## config.mk

```make
export PLATFORM = sky130hd
export DESIGN_NAME = prv664_flush_arbiter_flat
export DESIGN_NICKNAME = d
export VERILOG_FILES = /design/src/rtl/prv664_pkg.sv /design/src/rtl/pip_flush_interface.sv /design/src/rtl/prv664_prio_pick.sv /design/src/rtl/prv664_flush_arbiter.sv /design/src/flat_wrapper.sv
export VERILOG_INCLUDE_DIRS = /design/src /design/src/rtl
export SDC_FILE = /design/constraint.sdc
export NUM_CORES = 1
export LEC_CHECK = 0
export BUFFER_PORTS_ARGS = -buffer_cell sky130_fd_sc_hd__buf_2
export CAP_MARGIN = 20
export CORE_AREA = 2 2 144 146
export DETAILED_ROUTE_END_ITERATION = 8
export DIE_AREA = 0 0 146 148
export GPL_ROUTABILITY_DRIVEN = 0
export GPL_TIMING_DRIVEN = 0
export PLACE_DENSITY = 0.66
export SYNTH_ARGS = -nofsm -noshare
export SYNTH_HDL_FRONTEND = slang
export SYNTH_SLANG_ARGS = --single-unit
```

## constraint.sdc

```tcl
create_clock -name clk_i -period 3.5 [get_ports clk_i]
set_input_delay 0.7 -clock clk_i [delete_from_list [all_inputs] [get_ports clk_i]]
set_output_delay 0.7 -clock clk_i [all_outputs]
set_load 0.05 [all_outputs]
```

## src/rtl/prv664_define.svh

```systemverilog
// rtl/prv664_define.svh - global core-width defines
`ifndef PRV664_DEFINE_SVH
`define PRV664_DEFINE_SVH
`define XLEN 64
`endif

```

## src/rtl/prv664_pkg.sv

```systemverilog
// rtl/prv664_pkg.sv - shared prv664 types and parameter limits
`include "prv664_define.svh"

package prv664_pkg;

  localparam int unsigned XLEN = `XLEN;

  localparam int unsigned NSRC_MIN         = 2;
  localparam int unsigned NSRC_MAX         = 8;
  localparam int unsigned FLUSH_CYCLES_MIN = 1;
  localparam int unsigned FLUSH_CYCLES_MAX = 4;
  localparam int unsigned PULSE_W          = $clog2(FLUSH_CYCLES_MAX);

  typedef enum logic [1:0] {
    IDLE  = 2'd0,
    FLUSH = 2'd1,
    HOLD  = 2'd2
  } flush_state_e;

endpackage

```

## src/rtl/pip_flush_interface.sv

```systemverilog
// rtl/pip_flush_interface.sv - pipeline flush/redirect bundle
interface pip_flush_interface;
  import prv664_pkg::*;

  logic [XLEN-1:0] newpc;
  logic            flush;
  logic            hold;
  logic            flushbpu;

  modport master (output newpc, flush, hold, flushbpu);
  modport slave  (input  newpc, flush, hold, flushbpu);
endinterface

```

## src/rtl/prv664_prio_pick.sv

```systemverilog
// rtl/prv664_prio_pick.sv - fixed-priority picker, lowest index wins
module prv664_prio_pick #(
  parameter int unsigned N = 4
) (
  input  logic [N-1:0]         req_i,
  output logic [N-1:0]         gnt_o,
  output logic [$clog2(N)-1:0] idx_o
);
  localparam int unsigned IW = $clog2(N);

  // Scanning downward lets the lowest asserted index overwrite the rest.
  always_comb begin
    gnt_o = '0;
    idx_o = '0;
    for (int i = N - 1; i >= 0; i--) begin
      if (req_i[i]) begin
        gnt_o    = '0;
        gnt_o[i] = 1'b1;
        idx_o    = IW'(i);
      end
    end
  end
endmodule

```

## src/rtl/prv664_flush_arbiter.sv

```systemverilog
// rtl/prv664_flush_arbiter.sv - arbitrates flush sources into one registered
// redirect/flush/hold stream for the pipeline
module prv664_flush_arbiter
  import prv664_pkg::*;
#(
  parameter int unsigned NSRC         = 4,
  parameter int unsigned FLUSH_CYCLES = 1,
  parameter int unsigned CNT_W        = 32
) (
  input  logic                       clk_i,
  input  logic                       arstn_i,
  pip_flush_interface.master         flush_master,
  input  logic [NSRC-1:0]            src_req_i,
  input  logic [NSRC-1:0][XLEN-1:0]  src_pc_i,
  input  logic [NSRC-1:0]            src_bpu_i,
  input  logic                       hold_req_i,
  output logic                       busy_o,
  output logic [CNT_W-1:0]           flush_cnt_o,
  output logic [$clog2(NSRC)-1:0]    flush_src_o
);
  localparam int unsigned IDX_W  = $clog2(NSRC);
  localparam int unsigned FC_EFF =
    (FLUSH_CYCLES < FLUSH_CYCLES_MIN) ? FLUSH_CYCLES_MIN :
    (FLUSH_CYCLES > FLUSH_CYCLES_MAX) ? FLUSH_CYCLES_MAX : FLUSH_CYCLES;
  localparam logic [PULSE_W-1:0] PULSE_LOAD = PULSE_W'(FC_EFF - 1);

  flush_state_e       state_q, state_d;
  logic [PULSE_W-1:0] pulse_q, pulse_d;
  logic [XLEN-1:0]    pc_q, pc_d;
  logic               bpu_q, bpu_d;
  logic [IDX_W-1:0]   src_q, src_d;
  logic               hold_q, hold_d;
  logic [CNT_W-1:0]   cnt_q, cnt_d;

  logic [NSRC-1:0]    gnt;
  logic [IDX_W-1:0]   win_idx;
  logic [XLEN-1:0]    win_pc;
  logic               win_bpu;
  logic               any_req;
  logic               accept;

  prv664_prio_pick #(.N(NSRC)) u_pick (
    .req_i (src_req_i),
    .gnt_o (gnt),
    .idx_o (win_idx)
  );

  assign any_req = |src_req_i;

  always_comb begin
    win_pc  = '0;
    win_bpu = 1'b0;
    for (int i = 0; i < NSRC; i++) begin
      if (gnt[i]) begin
        win_pc  = win_pc | src_pc_i[i];
        win_bpu = win_bpu | src_bpu_i[i];
      end
    end
  end

  always_comb begin
    state_d = state_q;
    pulse_d = pulse_q;
    pc_d    = pc_q;
    bpu_d   = bpu_q;
    src_d   = src_q;
    cnt_d   = cnt_q;
    accept  = 1'b0;
    unique case (state_q)
      IDLE, HOLD: begin
        if (any_req) begin
          accept  = 1'b1;
          state_d = FLUSH;
          if (cnt_q != {CNT_W{1'b1}}) cnt_d = cnt_q + 1'b1;
        end else if (hold_req_i) begin
          state_d = HOLD;
        end else begin
          state_d = IDLE;
        end
      end
      FLUSH: begin
        // Only an older source may preempt; it restarts the pulse without a gap.
        if (any_req && (win_idx < src_q)) begin
          accept = 1'b1;
        end else if (pulse_q != '0) begin
          pulse_d = pulse_q - 1'b1;
        end else if (hold_req_i) begin
          state_d = HOLD;
        end else begin
          state_d = IDLE;
        end
      end
      default: state_d = IDLE;
    endcase
    if (accept) begin
      pc_d    = win_pc;
      bpu_d   = win_bpu;
      src_d   = win_idx;
      pulse_d = PULSE_LOAD;
    end
    hold_d = (state_d == HOLD) || ((state_d == FLUSH) && hold_req_i);
  end

  always_ff @(posedge clk_i or negedge arstn_i) begin
    if (!arstn_i) begin
      state_q <= IDLE;
      pulse_q <= '0;
      pc_q    <= '0;
      bpu_q   <= 1'b0;
      src_q   <= '0;
      hold_q  <= 1'b0;
      cnt_q   <= '0;
    end else begin
      state_q <= state_d;
      pulse_q <= pulse_d;
      pc_q    <= pc_d;
      bpu_q   <= bpu_d;
      src_q   <= src_d;
      hold_q  <= hold_d;
      cnt_q   <= cnt_d;
    end
  end

  assign flush_master.flush    = (state_q == FLUSH);
  assign flush_master.flushbpu = (state_q == FLUSH) && bpu_q;
  assign flush_master.hold     = hold_q;
  assign flush_master.newpc    = pc_q;
  assign busy_o                = (state_q != IDLE);
  assign flush_cnt_o           = cnt_q;
  assign flush_src_o           = src_q;
endmodule

```

## src/flat_wrapper.sv

```systemverilog
// flat-port wrapper written by rule: the top's interface ports become plain ports
module prv664_flush_arbiter_flat import prv664_pkg::*;
#(
  parameter int unsigned NSRC         = 4,
  parameter int unsigned FLUSH_CYCLES = 1,
  parameter int unsigned CNT_W        = 32
)
  (clk_i, arstn_i, src_req_i, src_pc_i, src_bpu_i, hold_req_i, busy_o, flush_cnt_o, flush_src_o, flush_master_newpc, flush_master_flush, flush_master_hold, flush_master_flushbpu);
  pip_flush_interface flush_master_i ();
  input  logic clk_i;
  input  logic arstn_i;
  input  logic [NSRC-1:0] src_req_i;
  input  logic [NSRC-1:0][XLEN-1:0] src_pc_i;
  input  logic [NSRC-1:0] src_bpu_i;
  input  logic hold_req_i;
  output logic busy_o;
  output logic [CNT_W-1:0] flush_cnt_o;
  output logic [$clog2(NSRC)-1:0] flush_src_o;
  output wire logic [$bits(flush_master_i.newpc)-1:0] flush_master_newpc;
  output wire logic [$bits(flush_master_i.flush)-1:0] flush_master_flush;
  output wire logic [$bits(flush_master_i.hold)-1:0] flush_master_hold;
  output wire logic [$bits(flush_master_i.flushbpu)-1:0] flush_master_flushbpu;
  assign flush_master_newpc = flush_master_i.newpc;
  assign flush_master_flush = flush_master_i.flush;
  assign flush_master_hold = flush_master_i.hold;
  assign flush_master_flushbpu = flush_master_i.flushbpu;
  prv664_flush_arbiter #(.NSRC(NSRC), .FLUSH_CYCLES(FLUSH_CYCLES), .CNT_W(CNT_W)) u_core (.clk_i(clk_i), .arstn_i(arstn_i), .flush_master(flush_master_i), .src_req_i(src_req_i), .src_pc_i(src_pc_i), .src_bpu_i(src_bpu_i), .hold_req_i(hold_req_i), .busy_o(busy_o), .flush_cnt_o(flush_cnt_o), .flush_src_o(flush_src_o));
endmodule
```

==> results.cfg <==
[routing]
viasPerCell = 5.19
wl_per_cell_um = 19.2
first_pass_iters = 5
drc = 0
routed_wl_mm = 23.1
antenna_left = 0
vias = 6229
drtIter0Drc = 346

[logic_synthesis]
synth_seq_cells = 104
synth.distinct_cells = 42
yosysSeqAreaShare_pct = 44.8
synth_fp_nets = 817
synth-async-reset-ratio_pct = 100
yosysWarnings = 0
synth_edf_count = 0
synthFlopType = dfrtp_1
synth_area_um2 = 5810
syn_inst = 547
syn_area_per_cell_um2 = 10.6

[critical_path]
cp_num_buf_inv = 4
cp_slowest_cell = o41ai_2
worst_path_most_repeated_cell = buf_4
cp_top_family = buffers and inverters
worstPathRequired_ns = 3.73
cp.arrival_ns = 3.40
critPathLaunchType = input port
crit_path_max_fanout = 17
cp_cell_sequence = buf_2 -> clkbuf_2 -> nor3_1 -> ha_1 -> o21a_1 -> o41ai_2 -> buf_4 -> buf_4 -> mux2_2
r2r_slack_ns = 1.02
criticalPathCategory = input port to flop
cp-end-kind = flop
slowest_delay_ns = 0.48

[grt]
antenna_found_initial = 1
grt_pass1_wl_mm = 34.6
grt_max_degree = 67
grt_usage_pct = 20.6
grt_overflow = 0
grt_pass1_vias = 6065

[pwr]
p_sw_mw = 3.19
power_frac_comb_pct = 55.0
p_per_area_nw_per_um2 = 784
p_int_mw = 3.31
p_leak_nw = 3.96
irDropWorstVdd_mv = 0.374
switching_share_pct = 49.1
pwr-share-seq_pct = 29.3
p_clk_share_pct = 15.6

[placed_design]
dpl_cell_area_um2 = 8010
hpwl_mm = 18.2
dpl.cell_count = 1184
portBuffers = 366

[timing]
fin_tns_setup_ns = 0
drv_slew = 0
slew_headroom_pct = 40.7
period_needed_ns = 3.17
setup_viol = 0
fin_hold_ws_ns = 0.327
clock_skew_ns = 0.00835
fmax_mhz = 316
rsz0062_at_grt = false
finalHoldViolCount = 0
finalCritPeriodShare_pct = 90.6
tightest_slew_ns = 0.881

[cts]
cts_buffers = 9
worst_skew_pair.late_latency_ns = 0.35
cts.clk_slew.worst_paths_ns = 0.07
holdBufCountCts = 0
cts_max_path_buffers = 2
cts_num_sinks = 104
cts_root_buf = clkbuf_16
tritoncts = done
htree_levels = 3

[final_layout]
final_area_um2 = 8300
layout-drive-gt1-share_pct = 50.8
stdcell_count = 1200
final_nets = 1194
final_cell_mix = buf_2 (372), a22oi_1 (130), dfrtp_1 (104)
area_delta_synth_final_pct = 42.9
final_common_cell = buf_2

[worst_hold_path]
hold_class = input port to asynchronous set/reset pin

[floorplanning]
fp.dieW_um = 146
die_y_um = 148
dieArea_um2 = 21600
io-pin-count = 369
initial_core_util_pct = 29.0
rows = 52
core_um2 = 20000

[job]
maxCapViolCount = 0

[status]
outcome = finished clean
through the flow:
step | worst slack, ns | utilization [%] | total power [mW]
floorplan | 0.440 | - | 4.51
global placement | -0.760 | 39.8 | 5.47
detailed placement | -0.788 | 40.0 | 5.53
CTS | 0.237 | 41.4 | 6.57
global route | 0.0830 | 41.4 | 6.84
finish | 0.331 | 41.4 | 6.50
repair_timing:
action	CTS	global route
endpoints found under the setup margin	68	0
setup buffers	0	0
gates resized for setup	1	0
worst register-to-register path, stage by stage (launching register included):
cell and delay (ns):
dfrtp_1 0.46, ha_1 0.25, nand2_1 0.09, nor4_1 0.76, a31oi_1 0.44, nand4_1 0.27
xnor2_1 0.14
worst paths after layout:
| kind | depth (start not counted) | startpoint | to |
|---|---|---|---|
| worst max-delay path | 9 | src_req_i[0] | u_core.flush_master.newpc[27]$_DFFE_PN0P_ |
| worst min-delay path | 1 | arstn_i | u_core.flush_master.newpc[3]$_DFFE_PN0P_ |
| worst max register to register | 6 | u_core.flush_cnt_o[0]$_DFFE_PN0P_ | u_core.flush_cnt_o[25]$_DFFE_PN0P_ |
| worst min register to register | 1 | u_core.flush_master.newpc[19]$_DFFE_PN0P_ | u_core.flush_master.newpc[19]$_DFFE_PN0P_ |
| max in group asynchronous | 2 | arstn_i | u_core.flush_master.newpc[43]$_DFFE_PN0P_ |
| min in group clk_i | 1 | u_core.flush_master.newpc[19]$_DFFE_PN0P_ | u_core.flush_master.newpc[19]$_DFFE_PN0P_ |
cells by family after synthesis:
kind of cell	after synthesis	share of synthesized area [%]
simple gates	79	7.97
mux	68	13.2
buf+inv	51	3.77
fa+ha+maj	3	0.646
flops	104	44.8
compound gates	211	24.9
xor+xnor	31	4.68
power groups by stage:
stage | registers (mW) | logic (mW) | clock network [mW]
after global routing | 1.97 | 3.76 | 1.11
after floorplan | 3.37 | 1.14 | 0
after detailed placement | 1.93 | 3.60 | 0
after global placement | 1.90 | 3.57 | 0
after CTS | 1.91 | 3.60 | 1.06
final | 1.91 | 3.58 | 1.02
final cells by class:
| class | count | area (um2) |
|---|---|---|
| antenna | 1 | 2.50 |
| buffer | 44 | 194 |
| clock buffer | 11 | 233 |
| clock inverter | 5 | 56.3 |
| fill | 2059 | 11700 |
| inverter | 6 | 22.5 |
| multi-input combinational | 392 | 2990 |
| sequential | 104 | 2600 |
| tap | 270 | 338 |
| timing repair buffer | 367 | 1860 |
synthesized netlist by cell type (8+ instances only):
cell type    n  share of area [%]
nand2_1     10               0.65
xnor2_1     23                3.5
nor3_1       8               0.69
xor2_1       8                1.2
nand4_1      9               0.97
clkbuf_1    30                1.9
mux2_2      68                 13
dfrtp_1    104                 45
o21ai_0     66                5.7
a22oi_1    130                 17
nand3_1     18                1.6
sequential cells by signal, summed over array words and instances, names as in the netlist:
| signal | flops |
|---|---|
| u_core.bpu_q | 1 |
| u_core.flush_cnt_o | 32 |
| u_core.flush_master.hold | 1 |
| u_core.flush_master.newpc | 64 |
| u_core.flush_src_o | 2 |
| u_core.pulse_q | 2 |
| u_core.state_q | 2 |
routing by layer:
layer / GRT usage [%] / up-vias / share of wire (%) / wire length (um)
met5: 0 / - / 0 / 0
met4: 6.50 / 0 / 2.0 / 457
met3: 4.17 / 33 / 7.1 / 1640
met2: 34.1 / 283 / 48 / 11000
met1: 27.3 / 3041 / 43 / 9950
li1: - / 2872 / - / -
(Power assumes the default switching activity.)
